==> src/rtl/wave_packetizer.sv <==
// wave_packetizer: walks the sample-select stage through indices
// 1..NUM_SAMPLES+1 and streams the returned words, the last being the
// wave number, as one framed 16-bit packet over a valid/ready handshake.
// One word is in flight at a time, so with tx_ready held high each word
// costs three clocks (FETCH, CAPT, SEND).
// A wave_ready that arrives while a frame is running is held as pending.
// Any further wave_ready while one is already pending is counted in a
// saturating drop counter.
// Optional build macro: HDR_PREFIX_EN. When it is defined, each packet
// starts with HEADER_WORD, which carries sop.
module wave_packetizer #(
   parameter int unsigned NUM_SAMPLES = 1000,
   parameter logic [15:0] HEADER_WORD = 16'hADC0
) (
   input  logic        clk,
   input  logic        rst,
   input  logic        wave_ready,
   input  logic [15:0] waveSample,
   output logic [15:0] sampleNum,
   output logic        acquire,
   output logic [15:0] tx_data,
   output logic        tx_valid,
   output logic        tx_sop,
   output logic        tx_eop,
   input  logic        tx_ready,
   output logic        busy,
   output logic        frame_done,
   output logic [15:0] drop_count
);

   // The wave-number word index must fit the 16-bit word counter.
   generate
      if ((NUM_SAMPLES + 1 > 65535) || ($bits(HEADER_WORD) != 16)) begin : g_bad_cfg
         $error("wave_packetizer: NUM_SAMPLES+1 must be <= 65535");
      end
   endgenerate

   localparam logic [15:0] LAST_K = 16'(NUM_SAMPLES + 1);

`ifdef HDR_PREFIX_EN
   localparam logic HDR_EN = 1'b1;
`else
   localparam logic HDR_EN = 1'b0;
`endif

   typedef enum logic [2:0] {
      S_IDLE,
`ifdef HDR_PREFIX_EN
      S_HDR,
`endif
      S_FETCH,
      S_CAPT,
      S_SEND
   } state_t;

   state_t      state;
   logic [15:0] k;
   logic        pending;

   // Frame sequencer: every output is registered and is set on the
   // transition into the state that owns it.
   always_ff @(posedge clk or posedge rst) begin
      if (rst) begin
         state      <= S_IDLE;
         k          <= '0;
         pending    <= 1'b0;
         sampleNum  <= '0;
         acquire    <= 1'b0;
         tx_data    <= '0;
         tx_valid   <= 1'b0;
         tx_sop     <= 1'b0;
         tx_eop     <= 1'b0;
         busy       <= 1'b0;
         frame_done <= 1'b0;
         drop_count <= '0;
      end else begin
         frame_done <= 1'b0;

         case (state)
            S_IDLE: begin
               if (wave_ready || pending) begin
                  // A fresh pulse that coincides with a pending start stays pending.
                  pending <= pending & wave_ready;
                  k       <= 16'd1;
                  busy    <= 1'b1;
`ifdef HDR_PREFIX_EN
                  state    <= S_HDR;
                  tx_data  <= HEADER_WORD;
                  tx_valid <= 1'b1;
                  tx_sop   <= 1'b1;
                  tx_eop   <= 1'b0;
`else
                  state     <= S_FETCH;
                  sampleNum <= 16'd1;
                  acquire   <= 1'b1;
`endif
               end
            end
`ifdef HDR_PREFIX_EN
            S_HDR: begin
               if (tx_ready) begin
                  tx_valid  <= 1'b0;
                  tx_sop    <= 1'b0;
                  sampleNum <= k;
                  acquire   <= 1'b1;
                  state     <= S_FETCH;
               end
            end
`endif
            S_FETCH: begin
               acquire <= 1'b0;
               state   <= S_CAPT;
            end
            S_CAPT: begin
               tx_data  <= waveSample;
               tx_valid <= 1'b1;
               tx_sop   <= (k == 16'd1) && !HDR_EN;
               tx_eop   <= (k == LAST_K);
               state    <= S_SEND;
            end
            S_SEND: begin
               if (tx_ready) begin
                  tx_valid <= 1'b0;
                  tx_sop   <= 1'b0;
                  tx_eop   <= 1'b0;
                  if (k == LAST_K) begin
                     frame_done <= 1'b1;
                     busy       <= 1'b0;
                     sampleNum  <= '0;
                     state      <= S_IDLE;
                  end else begin
                     k         <= k + 16'd1;
                     sampleNum <= k + 16'd1;
                     acquire   <= 1'b1;
                     state     <= S_FETCH;
                  end
               end
            end
            default: state <= S_IDLE;
         endcase

         // Overrun tracking while a frame is in progress. This includes the
         // cycle in which the eop word is accepted.
         if (state != S_IDLE && wave_ready) begin
            if (!pending)
               pending <= 1'b1;
            else if (drop_count != 16'hFFFF)
               drop_count <= drop_count + 16'd1;
         end
      end
   end

endmodule

==> config.mk <==
export PLATFORM = sky130hd
export DESIGN_NAME = wave_packetizer
export DESIGN_NICKNAME = d
export VERILOG_FILES = /design/src/rtl/wave_packetizer.sv
export SDC_FILE = /design/constraint.sdc
export NUM_CORES = 1
export LEC_CHECK = 0
export ABC_CLOCK_PERIOD_IN_PS = 6400
export CAP_MARGIN = 0
export CORE_MARGIN = 2
export CORE_UTILIZATION = 25
export CTS_CLUSTER_DIAMETER = 30
export CTS_CLUSTER_SIZE = 30
export DETAILED_ROUTE_END_ITERATION = 7
export PLACE_DENSITY_LB_ADDON = 0.25
export SETUP_SLACK_MARGIN = 0.15
export SLEW_MARGIN = 20
export SYNTH_ARGS = -nofsm -noshare
export SYNTH_HDL_FRONTEND = slang
export SYNTH_SLANG_ARGS = --single-unit
==> constraint.sdc <==
create_clock -name clk -period 6.4 [get_ports clk]
set_input_delay 1.28 -clock clk [delete_from_list [all_inputs] [get_ports clk]]
set_output_delay 1.28 -clock clk [all_outputs]
set_load 0.01 [all_outputs]
## Word-level counts from Yosys, hierarchy flattened

Index checks and enable logic that the tools add are counted.

| storage, ports and cells | value |
|---|---|
| input bits | 20 |
| bits in registers | 74 |
| logic and storage cells | 68 |

| operators by class | value |
|---|---|
| muxes and demuxes | 29 |
| eq/ne operators | 10 |
| add/subtract/negate cells | 2 |
| bitwise logic cells | 1 |
| reduce and logical (&&, ||, !) cells | 14 |

Operators by type and width:

| cell | number |
|---|---|
| $mux 16 | 5 |
| $pmux 16 s2 | 2 |
| $add 16x1->16 const B | 2 |
| $eq 16x1->1 const B | 1 |
| $eq 16x10->1 const B | 1 |
| $ne 16x16->1 const B | 1 |
| $mux 1 | 14 |
| $pmux 3 s4 | 1 |
| $reduce_and 4->1 | 3 |
| $ne 2x2->1 const B | 4 |
| $pmux 1 s2 | 4 |
| $eq 3x2->1 const B | 2 |
| $mux 3 | 2 |
| $reduce_and 3->1 | 2 |
| $reduce_bool 3->1 | 2 |
| $reduce_and 2->1 | 2 |
| $reduce_bool 2->1 | 2 |
| $eq 3x1->1 const B | 1 |
| $logic_not 3->1 | 1 |
| $pmux 1 s3 | 1 |
| $and 1x1->1 | 1 |
| $logic_and 1x1->1 | 1 |
| $logic_or 1x1->1 | 1 |

## Longest topological paths before layout

Gate-level depths: netlist of the first run.

| logic depth | value |
|---|---|
| depth after elaboration | 5 |
| mapped depth | 8 |
| gate-level depth less buffers | 7 |

## Worst setup path before layout of the first run

OpenSTA, ideal clock, no wires.

| timing path | value |
|---|---|
| path type | input-to-reg |
| start | input port tx_ready |
| end | register k[15] |
| required time | 6,282 ps |
| path buffers | 3 |
| stages on the path | 6 |
| arrival time | 2,292 ps |
| slack | 3,990 ps |
| setup time | 118 ps |
| cell sequence | nor2b_1 -> clkbuf_1 -> or3_1 -> buf_2 -> buf_2 -> a21o_1 |

| between the ends | value |
|---|---|
| word-level cells in the longest chain between the ends | 2 |

RTL lines:

| item | line | text |
|---|---|---|
| from (decl) | 25 | `input logic tx_ready,` |
| $ne 2x2->1 (no source line) | n/a |  |
| $reduce_and 4->1 (no source line) | n/a |  |
| to (signal assigned) | 132 | `k <= k + 16'd1;` |
| to (decl) | 57 | `logic [15:0] k;` |

Every way passes these cells.
A chain may end at the register's enable or synchronous reset.

## Final worst setup path of the first run

| timing path | value |
|---|---|
| start | input port wave_ready |
| end | register drop_count[13] |

| between the ends | value |
|---|---|
| word-level cells in the longest chain between the ends | 2 |

RTL lines:

| item | line | text |
|---|---|---|
| from (decl) | 17 | `input logic wave_ready,` |
| $logic_and 1x1->1 | 144 | `if (state != S_IDLE && wave_ready) begin` |
| $reduce_and 3->1 (no source line) | n/a |  |
| to (signal assigned) | 148 | `drop_count <= drop_count + 16'd1;` |
| to (decl) | 28 | `output logic [15:0] drop_count` |

Every way passes these cells.

==> flow_metrics.py, run 1 <==
metrics = {
    "routing": {
        "drt_wl_total_um": 7300,
        "ant_nets": 0,
        "drc": 0,
        "dr_total_vias": 2453,
        "wl_per_cell_um": 13.2,
        "viasPerCell": 4.45,
        "firstDrtPassIters": 4,
        "drt_iter0_drc": 54,
    },
    "floorplan": {
        "num_io_pins": 74,
        "die_w_um": 121,
        "core_um2": 13300,
        "num_rows": 42,
        "chipHeight_um": 121,
        "start_util": 0.258,
        "dieArea_um2": 14700,
    },
    "synthesis": {
        "netlist_area_um2": 3430,
        "synth-simple-area-share": 0.173,
        "ys.warnings.count": 0,
        "syn_nets": 326,
        "synth_top_family_by_area": "simple AND/OR/NAND/NOR gates",
        "ys_types": 45,
        "syn_area_per_cell_um2": 11.5,
        "synthFlopType": "dfrtp_1",
        "synthAdderAreaFrac": 0.0285,
        "synth_compound_area_frac": 0.101,
        "syn_inst": 299,
        "synth_xor_area_frac": 0.0665,
        "ys_ff_latch": 73,
        "yosysSeqAreaShare": 0.533,
        "muxShareOfSynthArea": 0.0646,
        "synth-edff-count": 0,
        "synth_async_sr_flop_share": 1.00,
    },
    "timing": {
        "finClkSkew_ns": 0.00567,
        "setup_viol": 0,
        "finalHoldViolCount": 0,
        "rsz0062_at_grt": "no",
        "fin_ws_ns": 3.64,
        "period_minus_slack_ns": 2.76,
        "finalCritPeriodShare": 0.431,
        "tns_ns": 0,
        "final_max_slew_viol_count": 0,
        "timing.fmax_ghz": 0.363,
        "tightest_slew_ns": 1.01,
        "slew_headroom": 0.326,
    },
    "critical_path": {
        "reg2reg_to": "sampleNum[7]",
        "start_kind": "input port",
        "endpoint_kind": "flop",
        "crit_path_cell_trace": "clkdlybuf4s50_1 -> nand3b_1 -> nor4_1 -> and3_1 -> nand4_1 -> xnor2_1",
        "crit_buf_inv": 1,
        "crit_cells": 6,
        "crit_fanout": 3,
        "cp.required_ns": 6.62,
        "rr_worst_depth": 4,
        "cp.arrival_ns": 2.97,
        "rrSetupSlack_ns": 4.28,
        "worstSetupEndpoint": "drop_count[13]",
        "slowest_stage": "clkdlybuf4s50_1",
        "cp_top_family": "simple AND/OR/NAND/NOR gates",
        "rr_startpoint": "state[0]",
        "crit_type": "in2reg",
        "critPathMaxStageDelay_ns": 0.52,
        "worstSetupStartpoint": "wave_ready",
    },
    "global_routing": {
        "grt_overflow_total": 0,
        "grt_max_degree": 74,
        "grt_antenna_before_repair": 0,
        "grtUsageTotal": 0.109,
        "grt_pass1_vias": 2524,
        "grt_pass1_wl_um": 12600,
    },
    "power_and_ir_drop": {
        "clock_power_share": 0.261,
        "p_leak_nw": 2.15,
        "netSwitchingPower_mw": 0.597,
        "ir_worst_vdd_uv": 155,
        "p_sw_frac": 0.335,
        "p_comb_frac": 0.364,
        "power.density_nw_per_um2": 389,
        "seq_power_share": 0.375,
        "p_int_mw": 1.18,
    },
    "clock_network": {
        "cts_tree": "done",
        "postCtsHoldBufs": 0,
        "clock_latency_ns": 0.33,
        "cts.sink_count": 73,
        "path_clk_slew_ns": 0.06,
        "post_cts_resized": 0,
        "clk_path_buf_depth": 2,
        "cts_buffers": 9,
        "cts_max_level": 3,
        "cts_root_buffer": "clkbuf_16",
        "cts_setup_buffers": 0,
    },
    "placed_design": {
        "dpl.hpwl_um": 5000,
        "gp_congestion": 0.760,
        "io_buffer_count": 73,
        "place_area_um2": 4300,
        "place_ws_ns": 3.25,
        "placed_cells": 535,
    },
    "cells_and_area": {
        "layout_common_cells": "dfrtp_1 (73), clkdlybuf4s50_1 (73), a21o_1 (29)",
        "num_antenna_cells": 0,
        "nets": 397,
        "drive_gt1_frac": 0.136,
        "layout.cells.non_filler": 551,
        "finish.instance_area_um2": 4580,
        "syn_to_final_growth_pct": 33.6,
    },
    "run": {
        "max_cap_viol_count": 0,
    },
    "run_status": {
        "status": "finished, final reports clean",
    },
    "worst_hold_path": {
        "hold_class": "reg2reg",
    },
}
[power groups by stage]
stage,logic [mW],clock network (mW),registers [mW]
floorplan,0.378,0,0.695
global placement,0.656,0,0.673
detailed placement,0.665,0,0.677
CTS,0.669,0.484,0.671
global route,0.723,0.504,0.688
finish,0.649,0.465,0.668
[final cells by class]
| class | count | area (µm²) |
|---|---|---|
| clock buffers | 13 | 260 |
| clock inverters | 3 | 15.0 |
| fillers | 1391 | 8720 |
| inverters | 9 | 33.8 |
| multi-input cells | 203 | 1480 |
| flip-flops and latches | 73 | 1830 |
| well taps | 176 | 220 |
| repair buffers | 74 | 738 |
[routing by layer]
metal  up-vias  share of wire  routed length [µm]  GRT usage
li1       1189              -                   -          -
met2        46           0.46                3340      0.166
met5         -              0                   0          0
met1      1209           0.46                3390      0.139
met4         0          0.016                 114     0.0523
met3         9          0.062                 449     0.0376
[through the flow]
step | power, mW | util | hold slack [ns]
floorplan | 1.07 | - | 0.494
global placement | 1.33 | 0.324 | 0.465
detailed placement | 1.34 | 0.324 | 0.470
CTS | 1.82 | 0.344 | 0.483
global route | 1.92 | 0.344 | 0.501
finish | 1.78 | 0.344 | 0.476
[Yosys cell counts (3+ instances only)]
cell      n  area (µm²)
a21o_1   29         218
a21oi_1   4        20.0
and3_1    7        43.8
buf_2     6        30.0
dfrtp_1  73        1830
ha_1      7        87.6
inv_1     9        33.8
mux2_2   17         191
mux2i_1   3        30.0
nand2_1  15        56.3
nand3_1  12        60.1
nand4_1   8        50.1
nor2_1   23        86.3
nor2_2    6        37.5
nor3_1    7        35.0
nor3_2    3        30.0
nor4_1    6        37.5
o21ai_0   8        40.0
xnor2_1  13         114
xor2_1   13         114
[worst min path at each step]
stage / start / endpoint / cells after the start
finish: sampleNum[3] / sampleNum[3] / 1
global route: sampleNum[4] / sampleNum[4] / 1
CTS: sampleNum[15] / sampleNum[15] / 1
detailed placement: sampleNum[15] / sampleNum[15] / 1
global placement: sampleNum[9] / sampleNum[9] / 1
floorplan: k[15] / k[15] / 1
[flip-flops by register name, summed over array words and instances, names as in the netlist, 2 cells and up]
| register | flops |
|---|---|
| drop_count | 16 |
| k | 16 |
| sampleNum | 16 |
| state | 2 |
| tx_data | 16 |
[kinds of logic (layout without fill, tap and decap cells)]
kind of cell,after synthesis,after routing
and+or+nand+nor,102,102
DFF,73,73
AOI/OAI and AO/OA,47,47
xor gates and xnor gates,26,26
buffers and inverters,23,99
muxes,20,20
adders and majority gates,8,8
Note: power is estimated with default switching activity, not from simulation.
==> inputs of run 2 (changes only) <==
--- a/config.mk
+++ b/config.mk
@@ -5,7 +5,7 @@
 export SDC_FILE = /design/constraint.sdc
 export NUM_CORES = 1
 export LEC_CHECK = 0
-export ABC_CLOCK_PERIOD_IN_PS = 6400
+export ABC_CLOCK_PERIOD_IN_PS = 2300
 export CAP_MARGIN = 0
 export CORE_MARGIN = 2
 export CORE_UTILIZATION = 25
==> constraint.sdc (replaced) <==
create_clock -name clk -period 2.3 [get_ports clk]
set_input_delay 0.46 -clock clk [delete_from_list [all_inputs] [get_ports clk]]
set_output_delay 0.46 -clock clk [all_outputs]
set_load 0.01 [all_outputs]
==> run 2 against run 1 <==
  * Combinational power grew to 3.0 times the previous value
  * Final cell count grew 1.1%
  * Design area grew 2.5%
  * Sequential power grew to 2.8 times the previous value
  * Register-to-register slack lost 4.0 ns
  * Non-clock buffer count grew 7
  * Routed wire length grew 3.9%
  * Clock skew grew 0.0015 ns
  * Highest routed layer unchanged
==> flow_metrics.py, run 2 (synthesized netlist as in run 1, its figures left out) <==
metrics = {
    "run_status": {
        "status": "finished, final reports clean",
    },
    "floorplan": {
        "core_um2": 13300,
        "num_io_pins": 74,
        "dieArea_um2": 14700,
        "num_rows": 42,
        "start_util": 0.258,
        "chipHeight_um": 121,
        "die_w_um": 121,
    },
    "cells_and_area": {
        "utilization": 0.353,
        "layout_common_cells": "dfrtp_1 (73), clkdlybuf4s50_1 (73), a21o_1 (29)",
        "nFillCells": 1308,
        "num_antenna_cells": 0,
        "nets": 404,
        "finish.instance_area_um2": 4690,
        "drive_gt1_frac": 0.155,
        "syn_to_final_growth_pct": 37.0,
    },
    "timing": {
        "slew_headroom": 0.557,
        "timing.fmax_ghz": 0.498,
        "finClkSkew_ns": 0.00720,
        "final_max_slew_viol_count": 0,
        "rsz0062_at_grt": "no",
        "period_minus_slack_ns": 2.01,
        "setup_viol": 0,
        "tns_ns": 0,
        "finalCritPeriodShare": 0.873,
        "tightest_slew_ns": 0.665,
        "finalHoldViolCount": 0,
    },
    "run": {
        "max_cap_viol_count": 0,
    },
    "clock_network": {
        "cts.sink_count": 73,
        "cts_buffers": 9,
        "clk_path_buf_depth": 2,
        "clock_latency_ns": 0.33,
        "cts_setup_buffers": 0,
        "path_clk_slew_ns": 0.06,
        "cts_root_buffer": "clkbuf_16",
        "cts_max_level": 3,
        "cts_tree": "done",
    },
    "routing": {
        "firstDrtPassIters": 4,
        "ant_nets": 0,
        "dr_total_vias": 2479,
        "viasPerCell": 4.45,
        "wl_per_cell_um": 13.6,
        "drc": 0,
        "drt_iter0_drc": 100,
        "drt_wl_total_um": 7580,
    },
    "power_and_ir_drop": {
        "power.density_nw_per_um2": 1090,
        "ir_worst_vdd_uv": 526,
        "p_leak_nw": 2.20,
    },
    "critical_path": {
        "cp.required_ns": 2.55,
        "start_kind": "flop",
        "critPathMaxStageDelay_ns": 0.39,
        "cp.arrival_ns": 2.26,
        "crit_fanout": 6,
        "slowest_stage": "dfrtp_1",
        "crit_path_cell_trace": "inv_1 -> ha_1 -> nand3b_1 -> or3_4 -> nor3_4 -> and3_1 -> xor2_1",
        "endpoint_kind": "flop",
        "crit_type": "reg2reg",
    },
    "global_routing": {
        "grt_overflow_total": 0,
        "grt_pass1_vias": 2578,
        "grtUsageTotal": 0.112,
        "grt_max_degree": 29,
        "grt_pass1_wl_um": 13000,
        "grt_antenna_before_repair": 0,
    },
    "placed_design": {
        "io_buffer_count": 73,
        "gp_congestion": 0.767,
        "place_area_um2": 4400,
        "dpl.hpwl_um": 5530,
    },
    "worst_hold_path": {
        "hold_class": "reg2reg",
    },
}
run 2: cell types whose count changed in the layout (fill, tap and decap cells not counted), sizes merged:
cell      change
buf           +7
clkinv        -2
clkinvlp      +2
inv           -1
run 2: path summary, 6_finish.rpt:
check / start / endpoint / slack [ns] / cells after the start
max in group asynchronous: rst / tx_data[5] / 1.26 / 3
max reg2reg: state[0] / drop_count[12] / 0.29 / 7
min reg2reg: sampleNum[4] / sampleNum[4] / 0.48 / 1
min in group asynchronous: rst / k[11] / 0.54 / 2
min: sampleNum[4] / sampleNum[4] / 0.48 / 1
max: state[0] / drop_count[12] / 0.29 / 7
run 2: critical path: cells and delay by family (launching register included):
family | cells | cell delay, ns
simple gates | 4 | 1.05
flops | 1 | 0.39
fa+ha+maj | 1 | 0.27
buf+inv | 1 | 0.08
xor+xnor | 1 | 0.14
run 2: layout make-up:
cell class                 instances  area, µm²  share of cell area
clock inverter                     2       12.5             0.00267
clock buffer                      13        270              0.0576
tap                              176        220              0.0469
sequential                        73       1830               0.389
inverter                           9       37.5             0.00800
timing repair buffer              81        828               0.177
multi-input combinational        203       1500               0.319
run 2: per-stage QoR:
step                      total power [mW]  setup WS, ns  instances  hold WS (ns)
final                                 5.11         0.293        557         0.476
after global routing                  5.45         0.161        557         0.503
after CTS                             5.20         0.223        557         0.481
after detailed placement              3.85        0.0591        542         0.469
after global placement                3.80        0.0623        542         0.468
after floorplan                       2.99         0.403        299         0.494
run 2: what timing repair did:
item	4_1_cts	5_1_grt
hold buffers	0	0
resized for setup	0	2
setup endpoints to repair	0	3
run 2: layer usage:
| layer | vias to the layer above | wire length (µm) | GRT usage |
|---|---|---|---|
| met2 | 52 | 3570 | 0.167 |
| met3 | 9 | 367 | 0.0329 |
| li1 | 1199 | - | - |
| met1 | 1219 | 3550 | 0.152 |
| met4 | 0 | 96 | 0.0436 |
| met5 | - | 0 | 0 |
run 2: power by group:
group	leakage, nW	switching [mW]	internal (mW)
logic	1.12	0.931	0.986
registers	0.943	0.274	1.60
clock network	0.138	0.506	0.811
==> inputs of run 3 (changes only) <==
--- a/config.mk
+++ b/config.mk
@@ -12,7 +12,8 @@
 export CTS_CLUSTER_DIAMETER = 30
 export CTS_CLUSTER_SIZE = 30
 export DETAILED_ROUTE_END_ITERATION = 7
-export PLACE_DENSITY_LB_ADDON = 0.25
+export DONT_BUFFER_PORTS = 1
+export PLACE_DENSITY_LB_ADDON = 0.1
 export SETUP_SLACK_MARGIN = 0.15
 export SLEW_MARGIN = 20
 export SYNTH_ARGS = -nofsm -noshare
==> run 3 against run 2 <==
  * Total power is 7.6% lower
  * Core utilization is 5.4 points lower
  * Global-route usage hardly changed
  * Worst setup slack better by 0.018 ns
  * Clock skew is 0.0021 ns lower
  * Die area stayed put
  * Critical endpoint is now drop_count[13]
  * Largest cell class unchanged
  * Highest routed layer unchanged
==> flow_metrics.py, run 3 (synthesized netlist as in run 1, its figures left out) <==
metrics = {
    "run_status": {
        "status": "finished, final reports clean",
    },
    "cells_and_area": {
        "num_antenna_cells": 0,
        "layout_common_cells": "dfrtp_1 (73), a21o_1 (29), nor2_1 (23)",
        "syn_to_final_growth_pct": 16.1,
        "nets": 331,
        "mostFrequentLayoutCell": "dfrtp_1",
        "drive_gt1_frac": 0.201,
        "finish.instance_area_um2": 3980,
    },
    "routing": {
        "firstDrtPassIters": 4,
        "drt_wl_total_um": 7490,
        "wl_per_cell_um": 15.4,
        "drt_iter0_drc": 63,
        "viasPerCell": 4.49,
        "ant_nets": 0,
        "dr_total_vias": 2178,
        "drc": 0,
    },
    "global_routing": {
        "grtUsageTotal": 0.112,
        "grt_pass1_vias": 2293,
        "grt_max_degree": 74,
        "grt_antenna_before_repair": 0,
        "grt_overflow_total": 0,
        "grt_pass1_wl_um": 12500,
    },
    "timing": {
        "setup_viol": 0,
        "final_max_slew_viol_count": 0,
        "finalCritPeriodShare": 0.865,
        "period_minus_slack_ns": 1.99,
        "tns_ns": 0,
        "finClkSkew_ns": 0.00508,
        "rsz0062_at_grt": "no",
        "tightest_slew_ns": 1.01,
        "whs_ns": 0.0833,
        "finalHoldViolCount": 0,
        "fin_ws_ns": 0.311,
        "timing.fmax_ghz": 0.503,
        "slew_headroom": 0.327,
    },
    "placed_design": {
        "dpl.hpwl_um": 5120,
        "gp_congestion": 0.715,
        "place_area_um2": 3630,
        "io_buffer_count": 0,
        "place_ws_ns": 0.155,
    },
    "critical_path": {
        "crit_type": "reg2reg",
        "rrSetupSlack_ns": 0.31,
        "cp.arrival_ns": 2.21,
        "worstSetupStartpoint": "state[0]",
        "crit_fanout": 4,
        "cp.required_ns": 2.52,
        "rr_worst_depth": 7,
        "rr_startpoint": "state[0]",
        "start_kind": "flop",
        "endpoint_kind": "flop",
        "reg2reg_to": "drop_count[13]",
        "worstSetupEndpoint": "drop_count[13]",
    },
    "power_and_ir_drop": {
        "ir_worst_vdd_uv": 516,
        "p_leak_nw": 1.93,
        "power.density_nw_per_um2": 1190,
    },
    "clock_network": {
        "clock_latency_ns": 0.33,
        "cts_tree": "done",
        "cts_max_level": 3,
        "cts.sink_count": 73,
        "clk_path_buf_depth": 2,
        "path_clk_slew_ns": 0.06,
        "cts_root_buffer": "clkbuf_16",
        "cts_buffers": 9,
    },
    "floorplan": {
        "num_io_pins": 74,
        "start_util": 0.258,
        "num_rows": 42,
        "chipHeight_um": 121,
        "die_w_um": 121,
        "dieArea_um2": 14700,
        "core_um2": 13300,
    },
    "run": {
        "max_cap_viol_count": 0,
    },
    "worst_hold_path": {
        "hold_class": "in2async",
    },
}
-- run 3: where the power goes --
part / total (mW) / switching, mW / internal (mW)
Clock: 1.44 / 0.516 / 0.928
Combinational: 1.26 / 0.705 / 0.551
Sequential: 2.02 / 0.422 / 1.60
-- run 3: per-layer routing --
layer | vias up | share of wire | GRT usage
met4 | 0 | 0.012 | 0.0349
met1 | 1073 | 0.45 | 0.136
met5 | - | 0 | 0
met2 | 47 | 0.46 | 0.170
met3 | 5 | 0.075 | 0.0616
li1 | 1053 | - | -
-- run 3: metrics by stage --
stage,total power [mW],std cells,utilization
floorplan,2.99,299,-
global placement,3.33,467,0.273
detailed placement,3.35,467,0.273
CTS,4.84,483,0.296
global route,5.08,485,0.299
finish,4.72,485,0.299
-- run 3: worst max-delay path: stages (launching register included) --
cell,delay [ns]
dfrtp_1,0.39
inv_1,0.08
ha_1,0.22
nand3b_1,0.26
nor4_2,0.38
and3_1,0.28
nand4_1,0.12
xnor2_1,0.14
-- run 3: area by class of cell --
type	instances	area (µm²)
Timing Repair Buffer	8	72.6
Fill cell	1372	9320
Clock buffer	14	274
Tap cell	176	220
Clock inverter	2	35.0
Sequential cell	73	1830
Multi-Input combinational cell	203	1510
Inverter	9	37.5
-- run 3: worst min path at each step --
stage / endpoint / slack (ns)
after detailed placement: tx_data[13] / 0.48
after global routing: drop_count[13] / 0.13
after CTS: drop_count[13] / 0.12
final: drop_count[13] / 0.08
after floorplan: k[15] / 0.49
after global placement: tx_data[13] / 0.49
-- run 3: what timing repair did --
item / 4_1_cts / 5_1_grt
setup endpoints to repair: 0 / 18
resized for setup: 0 / 5
setup buffers: 0 / 2
hold buffers: 0 / 0
